[src/rtl/dice_roll_sequencer.sv]
// dice_roll_sequencer -- control block of the TTRPG dice roller.
//
// Debounces the seven die buttons, grants one roll at a time to the lowest
// pressed die, runs the IDLE/ROLLING/SHOW sequence with a free-running BCD
// counter that wraps at the die maximum, and schedules the two-digit common
// multiplexing for the 7-segment display.
//
// Ports:
//   clk      in   clock
//   rst_n    in   asynchronous active-low reset
//   ena      in   design selected; low forces IDLE, blank digits, commons off
//   btn[6:0] in   active-high buttons: d4, d6, d8, d10, d12, d20, d100
//   digit1   out  ones digit, BCD 0-9, 15 = blank
//   digit10  out  tens digit, BCD 0-9, 15 = blank
//   com1     out  ones-digit common enable, active-high
//   com10    out  tens-digit common enable, active-high
//   busy     out  high while rolling
//   die_sel  out  index 0-6 of the die owning the current or last roll
//
// Optional feature macro: DICE_ROLL_ANIM_EN -- when defined the digits show
// the live counter while rolling; otherwise they stay blank until SHOW.
module dice_roll_sequencer #(
  parameter int DEBOUNCE_CYCLES = 1024,
  parameter int MIN_ROLL        = 4096,
  parameter int MUX_DIV         = 2048
) (
  input  logic       clk,
  input  logic       rst_n,
  input  logic       ena,
  input  logic [6:0] btn,
  output logic [3:0] digit1,
  output logic [3:0] digit10,
  output logic       com1,
  output logic       com10,
  output logic       busy,
  output logic [2:0] die_sel
);

  localparam int DB_W = (DEBOUNCE_CYCLES > 1) ? $clog2(DEBOUNCE_CYCLES) : 1;
  localparam int RC_W = $clog2(MIN_ROLL + 1);
  localparam int MX_W = $clog2(MUX_DIV);
  localparam logic [DB_W-1:0] DB_LAST = DB_W'(DEBOUNCE_CYCLES - 1);
  localparam logic [RC_W-1:0] RC_MIN  = RC_W'(MIN_ROLL);
  localparam logic [MX_W-1:0] MX_LAST = MX_W'(MUX_DIV - 1);
  localparam logic [MX_W-1:0] MX_HALF = MX_W'(MUX_DIV / 2);
  localparam logic [3:0]      BLANK   = 4'd15;

  typedef enum logic [1:0] {IDLE, ROLLING, SHOW} state_t;

  state_t            state, state_n;
  logic [6:0]        sync_p0, sync_p1;
  logic [DB_W-1:0]   db_cnt;
  logic              db_tick;
  logic [6:0]        db_prev, deb, db_stable, db_next, req;
  logic [2:0]        win_idx, sel_n;
  logic [7:0]        cnt, cnt_n;
  logic [RC_W-1:0]   roll_cnt, rc_n;
  logic [7:0]        dig_n;
  logic [MX_W-1:0]   mux_cnt, mux_cnt_n;
  logic              com1_n, com10_n;

  // BCD maximum per die; the d100 maximum is held as 00 (99 rolls over to it).
  function automatic logic [7:0] die_max(input logic [2:0] idx);
    case (idx)
      3'd0:    die_max = 8'h04;
      3'd1:    die_max = 8'h06;
      3'd2:    die_max = 8'h08;
      3'd3:    die_max = 8'h10;
      3'd4:    die_max = 8'h12;
      3'd5:    die_max = 8'h20;
      default: die_max = 8'h00;
    endcase
  endfunction

  function automatic logic [7:0] bcd_step(input logic [7:0] v, input logic [2:0] idx);
    if (v == die_max(idx))
      bcd_step = 8'h01;
    else if (v[3:0] == 4'd9)
      bcd_step = {(v[7:4] == 4'd9) ? 4'd0 : v[7:4] + 4'd1, 4'd0};
    else
      bcd_step = {v[7:4], v[3:0] + 4'd1};
  endfunction

  // Tens blanking: d100 always shows both digits (100 reads as 00); d10 shows
  // its 10 as a lone 0; every other die blanks a zero tens digit.
  function automatic logic [7:0] disp(input logic [7:0] v, input logic [2:0] idx);
    logic [3:0] tens;
    tens = v[7:4];
    if (idx != 3'd6 && (tens == 4'd0 || idx == 3'd3))
      tens = BLANK;
    disp = {tens, v[3:0]};
  endfunction

  // A bit is accepted only when two consecutive ticks agree on it.
  assign db_tick   = (db_cnt == DB_LAST);
  assign db_stable = ~(sync_p1 ^ db_prev);
  assign db_next   = (db_stable & sync_p1) | (~db_stable & deb);

  always_ff @(posedge clk or negedge rst_n) begin
    if (!rst_n) begin
      sync_p0 <= '0;
      sync_p1 <= '0;
      db_cnt  <= '0;
      db_prev <= '0;
      deb     <= '0;
      req     <= '0;
    end else begin
      sync_p0 <= btn;
      sync_p1 <= sync_p0;
      db_cnt  <= db_tick ? '0 : db_cnt + 1'b1;
      req     <= '0;
      if (db_tick) begin
        db_prev <= sync_p1;
        deb     <= db_next;
        req     <= db_next & ~deb;
      end
    end
  end

  always_comb begin
    win_idx = 3'd0;
    for (int i = 6; i >= 0; i--)
      if (req[i]) win_idx = 3'(i);
  end

  always_comb begin
    state_n = state;
    sel_n   = die_sel;
    cnt_n   = cnt;
    rc_n    = roll_cnt;
    case (state)
      IDLE, SHOW: begin
        if (|req) begin
          state_n = ROLLING;
          sel_n   = win_idx;
          cnt_n   = 8'h01;
          rc_n    = RC_W'(1);
        end
      end
      ROLLING: begin
        if (!deb[die_sel] && roll_cnt >= RC_MIN) begin
          state_n = SHOW;
        end else begin
          cnt_n = bcd_step(cnt, die_sel);
          if (roll_cnt < RC_MIN) rc_n = roll_cnt + 1'b1;
        end
      end
      default: state_n = IDLE;
    endcase
    if (!ena) begin
      state_n = IDLE;
      sel_n   = die_sel;
      cnt_n   = cnt;
      rc_n    = roll_cnt;
    end
  end

  always_comb begin
    dig_n = {BLANK, BLANK};
    if (state_n == SHOW)
      dig_n = disp(cnt_n, sel_n);
`ifdef DICE_ROLL_ANIM_EN
    else if (state_n == ROLLING)
      dig_n = disp(cnt_n, sel_n);
`endif
  end

  // Slot 0 and slot MUX_DIV/2 keep both commons off to avoid ghosting.
  always_comb begin
    mux_cnt_n = (mux_cnt == MX_LAST) ? '0 : mux_cnt + 1'b1;
    com1_n    = ena && (mux_cnt_n != '0) && (mux_cnt_n < MX_HALF);
    com10_n   = ena && (mux_cnt_n > MX_HALF) && (dig_n[7:4] != BLANK);
  end

  always_ff @(posedge clk or negedge rst_n) begin
    if (!rst_n) begin
      state   <= IDLE;
      die_sel <= 3'd0;
      digit1  <= BLANK;
      digit10 <= BLANK;
      busy    <= 1'b0;
      com1    <= 1'b0;
      com10   <= 1'b0;
      mux_cnt <= '0;
    end else begin
      state   <= state_n;
      die_sel <= sel_n;
      digit10 <= dig_n[7:4];
      digit1  <= dig_n[3:0];
      busy    <= (state_n == ROLLING);
      com1    <= com1_n;
      com10   <= com10_n;
      mux_cnt <= mux_cnt_n;
    end
  end

  // Counter values are only consumed after a load on ROLLING entry.
  always_ff @(posedge clk) begin
    cnt      <= cnt_n;
    roll_cnt <= rc_n;
  end

endmodule
[config.mk]
export PLATFORM = sky130hd
export DESIGN_NAME = dice_roll_sequencer
export DESIGN_NICKNAME = d
export VERILOG_FILES = /design/src/rtl/dice_roll_sequencer.sv
export SDC_FILE = /design/constraint.sdc
export NUM_CORES = 1
export LEC_CHECK = 0
export ABC_AREA = 0
export CORE_UTILIZATION = 40
export DETAILED_ROUTE_END_ITERATION = 10
export MAX_ROUTING_LAYER = met4
export PLACE_DENSITY = 0.61
export SYNTH_ARGS = -nofsm -noshare
export SYNTH_HDL_FRONTEND = slang
export SYNTH_SLANG_ARGS = --single-unit
[constraint.sdc]
create_clock -name clk -period 3.09 [get_ports clk]
set_input_delay 0.618 -clock clk [delete_from_list [all_inputs] [get_ports clk]]
set_output_delay 0.618 -clock clk [all_outputs]
set_load 0.01 [all_outputs]
# Yosys cells after proc, flatten, opt, wreduce, memory -nomap -nowiden
# Index checks and enable logic that the tools add are counted.
[word_totals]
reg_bits = 93
inputBits = 10
out_inout_bits = 14
word_cells = 105
[op_classes]
addsub = 5
n_lt_le_gt_ge = 5
n_eq_ne = 20
muxes = 35
n_bitwise = 8
n_reduce_logical = 16
[op_table]
columns = ["cell", "count"]
rows = [
  ["two-way mux 8 bit", 8],
  ["two-way mux 13 bit", 3],
  ["one-hot mux 6 bit (6 select lines)", 1],
  ["two-way mux 3 bit", 10],
  ["one-hot mux 13 bit (2 select lines)", 1],
  ["bitwise AND 7 bit", 3],
  ["inverter 7 bit", 3],
  ["one-hot mux 8 bit (2 select lines)", 1],
  ["adder 13 x 1 -> 13 bit, second input constant", 1],
  ["greater-or-equal comparator 13 bit, second input constant", 1],
  ["less-than comparator 13 bit, second input constant", 1],
  ["adder 11 x 1 -> 11 bit, second input constant", 1],
  ["== test 11 bit, second input constant", 1],
  ["greater-than comparator 11 bit, second input constant", 1],
  ["less-than comparator 11 bit, second input constant", 1],
  ["two-way mux 11 bit", 1],
  ["nonzero test 11 bit", 1],
  ["adder 10 x 1 -> 10 bit, second input constant", 1],
  ["== test 10 bit, second input constant", 1],
  ["two-way mux 10 bit", 1],
  ["== test 3 x 2 -> 1 bit, second input constant", 3],
  ["adder 4 x 1 -> 4 bit, second input constant", 2],
  ["== test 4 bit, second input constant", 2],
  ["== test 8 bit", 1],
  ["26 further kinds", 39],
]

# Depth between registers and ports, before layout
# Gate-level depths: netlist of run 1.
[depth]
depth_word = 18
mapped_depth = 11
ltp_nobuf = 10

# Worst setup path before layout of run 1
# OpenSTA, ideal clock, no wires.
[synth_timing]
path_type = "register to register"
start = "reg die_sel[0]"
end = "reg com10"
setup_ns = 0.126
arrival_time_ns = 2.265
required_ns = 2.964
slack_ns = 0.699
path_stages_with_launch = 10
n_path_buf = 1
synth_period_minus_slack_ns = 2.391
path_cell_list = "dfrtp_1 > buf_6 > or2_0 > a32o_2 > a221oi_4 > o211ai_4 > or3_1 > o211ai_2 > nand2_1 > o311a_1"
[synth_between]
elab_chain_len = 16
elab_cells_between_ends = 34
classes_between = "eq/ne: 10; mux: 17; reduce/logical: 7"
[synth_lines]
columns = ["item", "line", "rtl"]
rows = [
  ["start, declared", "36", "output logic [2:0] die_sel"],
  ["start signal, assigned", "187", "die_sel <= sel_n;"],
  ["== test 3 bit, or another cell as far along", "64", "case (idx)"],
  ["one-hot mux 6 bit (6 select lines)", "64", ""],
  ["two-way mux 8 bit", "141", "if (!deb[die_sel] && roll_cnt >= RC_MIN) begin"],
  ["two-way mux 8 bit", "131", "case (state)"],
  ["== test 8 bit", "76", "if (v == die_max(idx))"],
  ["two-way mux 8 bit", "76", ""],
  ["two-way mux 8 bit (*)", "141", ""],
  ["one-hot mux 8 bit (2 select lines) (*)", "131", ""],
  ["(+1 left out)", "n/a", ""],
  ["net cnt_n[7]", "56", "logic [7:0] cnt, cnt_n;"],
  ["logical NOT 4 bit", "89", "if (idx != 3'd6 && (tens == 4'd0 || idx == 3'd3))"],
  ["logical OR 1 bit", "89", ""],
  ["logical AND 1 bit", "89", ""],
  ["two-way mux 4 bit (*)", "89", ""],
  ["two-way mux 8 bit (*)", "160", "if (state_n == SHOW)"],
  ["!= test 4 bit (*)", "172", "com10_n = ena && (mux_cnt_n > MX_HALF) && (dig_n[7:4] != BLANK);"],
  ["logical AND 1 bit (*)", "172", ""],
  ["net com10_n", "60", "logic com1_n, com10_n;"],
  ["end signal, assigned", "192", "com10 <= com10_n;"],
  ["end, declared", "34", "output logic com10,"],
]
# Mark *: on every way through the listed nets, which the timed path passes. The rest lies on a longest branch. The select of a mux whose other input is x is not followed.
# A chain may end at the register's enable or synchronous reset.

# Worst setup path in the final report of run 1
[layout_timing]
start = "reg die_sel[1]"
end = "reg com10"
[layout_between]
elab_chain_len = 16
elab_cells_between_ends = 34
classes_between = "eq/ne: 10; mux: 17; reduce/logical: 7"
[layout_lines]
columns = ["item", "line", "rtl"]
rows = [
  ["== test 3 bit, or another cell as far along", "64", ""],
  ["one-hot mux 6 bit (6 select lines)", "64", ""],
  ["two-way mux 8 bit", "141", ""],
  ["two-way mux 8 bit", "131", ""],
  ["== test 8 bit", "76", ""],
  ["two-way mux 8 bit", "76", ""],
  ["two-way mux 8 bit", "141", ""],
  ["one-hot mux 8 bit (2 select lines)", "131", ""],
  ["two-way mux 8 bit", "150", "if (!ena) begin"],
  ["logical NOT 4 bit", "89", ""],
  ["logical OR 1 bit", "89", ""],
  ["logical AND 1 bit", "89", ""],
  ["two-way mux 4 bit", "89", ""],
  ["two-way mux 8 bit (*)", "160", ""],
  ["!= test 4 bit (*)", "172", ""],
  ["logical AND 1 bit (*)", "172", ""],
  ["net com10_n", "60", ""],
]
# Marked as above.

==> metrics.log, run 1 <==
INFO  metric buffer_ports.inserted = 23
INFO  metric multiInputGateArea = about 1700 µm²
INFO  metric hold_violations = 0
INFO  metric final_design_area_no_fill = between 4000 and 5000 µm²
INFO  metric longest_clk_path_bufs = 2
INFO  metric worst_min_path_class = input port to asynchronous set/reset pin
INFO  metric cts.sinks = 93
INFO  metric clk_transition_reported_paths = ~100 ps
INFO  metric period_minus_slack = approximately 2600 ps
INFO  metric max_stage_delay = 590 ps
INFO  metric cts_root_buffer = sky130_fd_sc_hd__clkbuf_8
INFO  metric hpwlAfterDp = 5340 µm
INFO  metric route.detailed.wl_per_inst = ~14 µm
INFO  metric ioPinCount = 24
INFO  metric synth.cell_area = between 4000 and 5000 µm²
INFO  metric timing_worst_slew_pin_value = 901 ps
INFO  metric vdd.ir_drop.worst = approximately 0.00019 V
INFO  metric cts_htree_levels = 3
INFO  metric mostFrequentLayoutCell = sky130_fd_sc_hd__dfrtp_1
INFO  metric diodes = 0
INFO  metric die_x = around 100 µm
INFO  metric grt_overflow = 0
INFO  metric initial_utilization = about two fifths
INFO  metric syn_to_final_growth = 14.0%
INFO  metric critPathMaxFanout = 17
INFO  metric cp.buffers_inverters = 0
INFO  metric timing.slew.headroom = around two fifths
INFO  metric first_global_vias = around 2,800
INFO  metric clkLatencyLatePin = 370 ps
INFO  metric detailed_routing_iteration_count_for_the_pre_antenna_repair_pass = 4
INFO  metric postSynthNetCount = 418
INFO  metric worst_path_dominant_cell_family = compound AO/OA/AOI/OAI gates
INFO  metric power_density = around 450 nW/µm²
INFO  metric ys_seq_area_share = 55.9%
INFO  metric antenna_violations_before_repair = 0
INFO  metric report.final.slew_viol_count = 0
INFO  metric postRouteAntennaNets = 0
INFO  metric ys_warn_count = 0
INFO  metric cts_inserted_buffers = 9
INFO  metric gp_congestion = 0.842
INFO  metric global_route_wire_length_before_repair = 13,500 µm
INFO  metric outcome = finished, final reports clean
INFO  metric cts_tree = built
INFO  metric fill_cells = 985
INFO  metric fraction_of_registers_with_async_set_or_reset_after_synthesis = between 70% and 80%
INFO  metric num_rows = 37
INFO  metric final.setup_skew = 10.9 ps
INFO  metric ys_types = 60
INFO  metric drv.max_cap_violation_count = 0
INFO  metric setup.worst_path.end_class = flop
INFO  metric route.vias.total = between 2,000 and 3,000
INFO  metric path_class = flop to flop
INFO  metric placement.cell_area = 4590 µm²
INFO  metric synthesis.area_per_instance = between 10 and 15 µm²
INFO  metric crit_chain = or2_0 -> a32o_2 -> a221oi_4 -> o211ai_4 -> nor2_2 -> o22ai_1 -> a311oi_4 -> o311a_1
INFO  metric critPathLaunchType = flop
INFO  metric drt_via_density = ~5.2
INFO  metric post_cts_hold_buffer_count = 0
INFO  metric routed_wl = a little under 8000 µm
INFO  metric final_layout_size_suffix_gt1_share = 10.4%
INFO  metric totalPowerFinal = 2.17 mW
INFO  metric grt_use_total = between 10% and 20%
INFO  metric die-area = 11,000 µm²
INFO  metric postSynthCellCount = 401
INFO  metric worst-endpoint-required = 3400 ps
INFO  metric chipHeight = about 100 µm
INFO  metric postCtsSetupRepairBufs = 0
INFO  metric grt_start_max_net_pins = between 70 and 80
INFO  metric totalNegativeSetupSlack = 0 ps
INFO  metric cts_resized = 0
INFO  metric setup_viol_count_final = 0
INFO  metric ys.flop_type = sky130_fd_sc_hd__dfrtp_1
INFO  metric layout_common_cells = sky130_fd_sc_hd__dfrtp_1, sky130_fd_sc_hd__nor2_1, sky130_fd_sc_hd__o21ai_0
INFO  metric cellLeakagePower = between 2 and 2.5 nW
INFO  metric detailedRoute.firstIterationViolations = roughly 140
INFO  metric synth_edf_count = 13
INFO  metric rsz0062_at_grt = no
INFO  metric finalNetCount = 443
INFO  metric arrival = between 2000 and 3000 ps
INFO  metric number_of_design_rule_violations_left_after_detail_routing = 0
INFO  metric max_freq = approximately 380 MHz
INFO  metric ys_ff_latch = 93
INFO  metric min_period_over_period = 85.3%
INFO  metric final-seq-area = around 2400 µm²
INFO  metric slowest_stage = sky130_fd_sc_hd__dfrtp_1
INFO  metric core_region_area = just over 10,000 µm²
layer usage:
layer / track usage, % / routed length, µm
met5: - / 0
met2: 25.2 / 3680
met3: 4.18 / 188
met4: 5.53 / 121
met1: 20.4 / 3800
power breakdown:
part	switching (mW)	internal, mW
Clock	0.484	0.404
Sequential	0.00463	1.25
Combinational	0.0210	0.0125
synthesized netlist by cell type (2+ instances only):
| cell | n | area share (%) |
|---|---|---|
| sky130_fd_sc_hd__nand3b_1 | 2 | 0.36 |
| sky130_fd_sc_hd__a21o_1 | 4 | 0.71 |
| sky130_fd_sc_hd__o21ai_1 | 2 | 0.24 |
| sky130_fd_sc_hd__nand2_1 | 31 | 2.8 |
| sky130_fd_sc_hd__dfxtp_1 | 8 | 3.8 |
| sky130_fd_sc_hd__nor2b_1 | 6 | 0.89 |
| sky130_fd_sc_hd__nand3_1 | 18 | 2.1 |
| sky130_fd_sc_hd__mux2i_1 | 5 | 1.2 |
| sky130_fd_sc_hd__and2_1 | 3 | 0.44 |
| sky130_fd_sc_hd__nor4_1 | 2 | 0.30 |
| sky130_fd_sc_hd__or3_1 | 9 | 1.3 |
| sky130_fd_sc_hd__nand2b_1 | 5 | 0.74 |
| sky130_fd_sc_hd__o211a_1 | 2 | 0.47 |
| sky130_fd_sc_hd__and3b_1 | 2 | 0.41 |
| sky130_fd_sc_hd__dfstp_2 | 8 | 5.0 |
| sky130_fd_sc_hd__nor3_1 | 13 | 1.5 |
| sky130_fd_sc_hd__buf_2 | 3 | 0.36 |
| sky130_fd_sc_hd__edfxtp_1 | 13 | 9.2 |
| sky130_fd_sc_hd__nand4_1 | 6 | 0.89 |
| sky130_fd_sc_hd__o21ai_0 | 33 | 3.9 |
| sky130_fd_sc_hd__ha_1 | 7 | 2.1 |
| sky130_fd_sc_hd__a211oi_1 | 2 | 0.36 |
| sky130_fd_sc_hd__xor2_1 | 15 | 3.1 |
| sky130_fd_sc_hd__nor2_1 | 33 | 2.9 |
| sky130_fd_sc_hd__xnor2_1 | 8 | 1.7 |
| sky130_fd_sc_hd__and3_1 | 5 | 0.74 |
| sky130_fd_sc_hd__dfrtp_1 | 64 | 38 |
| sky130_fd_sc_hd__nor4b_1 | 2 | 0.41 |
| sky130_fd_sc_hd__o31ai_1 | 2 | 0.36 |
| sky130_fd_sc_hd__clkbuf_1 | 8 | 0.71 |
| sky130_fd_sc_hd__o22ai_1 | 5 | 0.74 |
| sky130_fd_sc_hd__inv_1 | 22 | 2.0 |
| sky130_fd_sc_hd__nand4b_1 | 3 | 0.62 |
| sky130_fd_sc_hd__or2_2 | 2 | 0.30 |
| sky130_fd_sc_hd__a21oi_1 | 21 | 2.5 |
| sky130_fd_sc_hd__nor2_2 | 2 | 0.30 |
| sky130_fd_sc_hd__a22o_1 | 2 | 0.41 |
cell type report:
cell class	count	share of cell area, %
Sequential cell	93	49.1
Clock inverter	7	2.13
Multi-Input combinational cell	273	35.7
Inverter	23	1.79
Clock buffer	9	2.57
Timing Repair Buffer	26	5.20
Tap cell	136	3.54
logic make-up (layout without fill, tap and decap cells):
family | after synthesis | in the layout | synth area share, %
buffers and inverters | 35 | 65 | 3.38
AND/OR/NAND/NOR | 151 | 151 | 18.4
AO/OA/AOI/OAI | 87 | 87 | 14.2
flip-flops | 93 | 93 | 55.9
multiplexers | 5 | 5 | 1.19
adder cells (fa/ha/maj) | 7 | 7 | 2.07
XOR/XNOR | 23 | 23 | 4.77
worst paths after layout:
kind	cells after the start	to	slack [ps]	startpoint
max	8	com10	460	die_sel[1]
min	1	busy	350	rst_n
max reg2reg	8	com10	460	die_sel[1]
min reg2reg	0	sync_p1[5]	360	sync_p0[5]
max in group asynchronous	1	deb[3]	2140	rst_n
min in group clk	0	sync_p1[5]	360	sync_p0[5]
metrics by stage:
step / std cells / worst slack, ps / hold WS [ps] / utilization [%]
6_report: 567 / 455 / 350 / 46.8
3_5_place_dp: 551 / 292 / 335 / 44.6
2_1_floorplan: 401 / 699 / 322 / -
5_1_grt: 567 / 195 / 366 / 46.8
3_3_place_gp: 551 / 388 / 334 / 44.6
4_1_cts: 567 / 453 / 360 / 46.8
registers in the layout, indices dropped and copies added (netlist names):
signal and count:
busy 1, cnt 8, com1 1, com10 1
db_cnt 10, db_prev 7, deb 7, die_sel 3
digit1 4, digit10 4, mux_cnt 11, req 7
roll_cnt 13, state 2, sync_p0 7, sync_p1 7
Power figures use the tool's default switching activity.
==> run 2: changes to the inputs <==
--- a/config.mk
+++ b/config.mk
@@ -6,6 +6,7 @@
 export NUM_CORES = 1
 export LEC_CHECK = 0
 export ABC_AREA = 0
+export CAP_MARGIN = 20
 export CORE_UTILIZATION = 40
 export DETAILED_ROUTE_END_ITERATION = 10
 export MAX_ROUTING_LAYER = met4
==> results of run 2 <==
Final layout, timing and power as in run 1 (identical DEF).
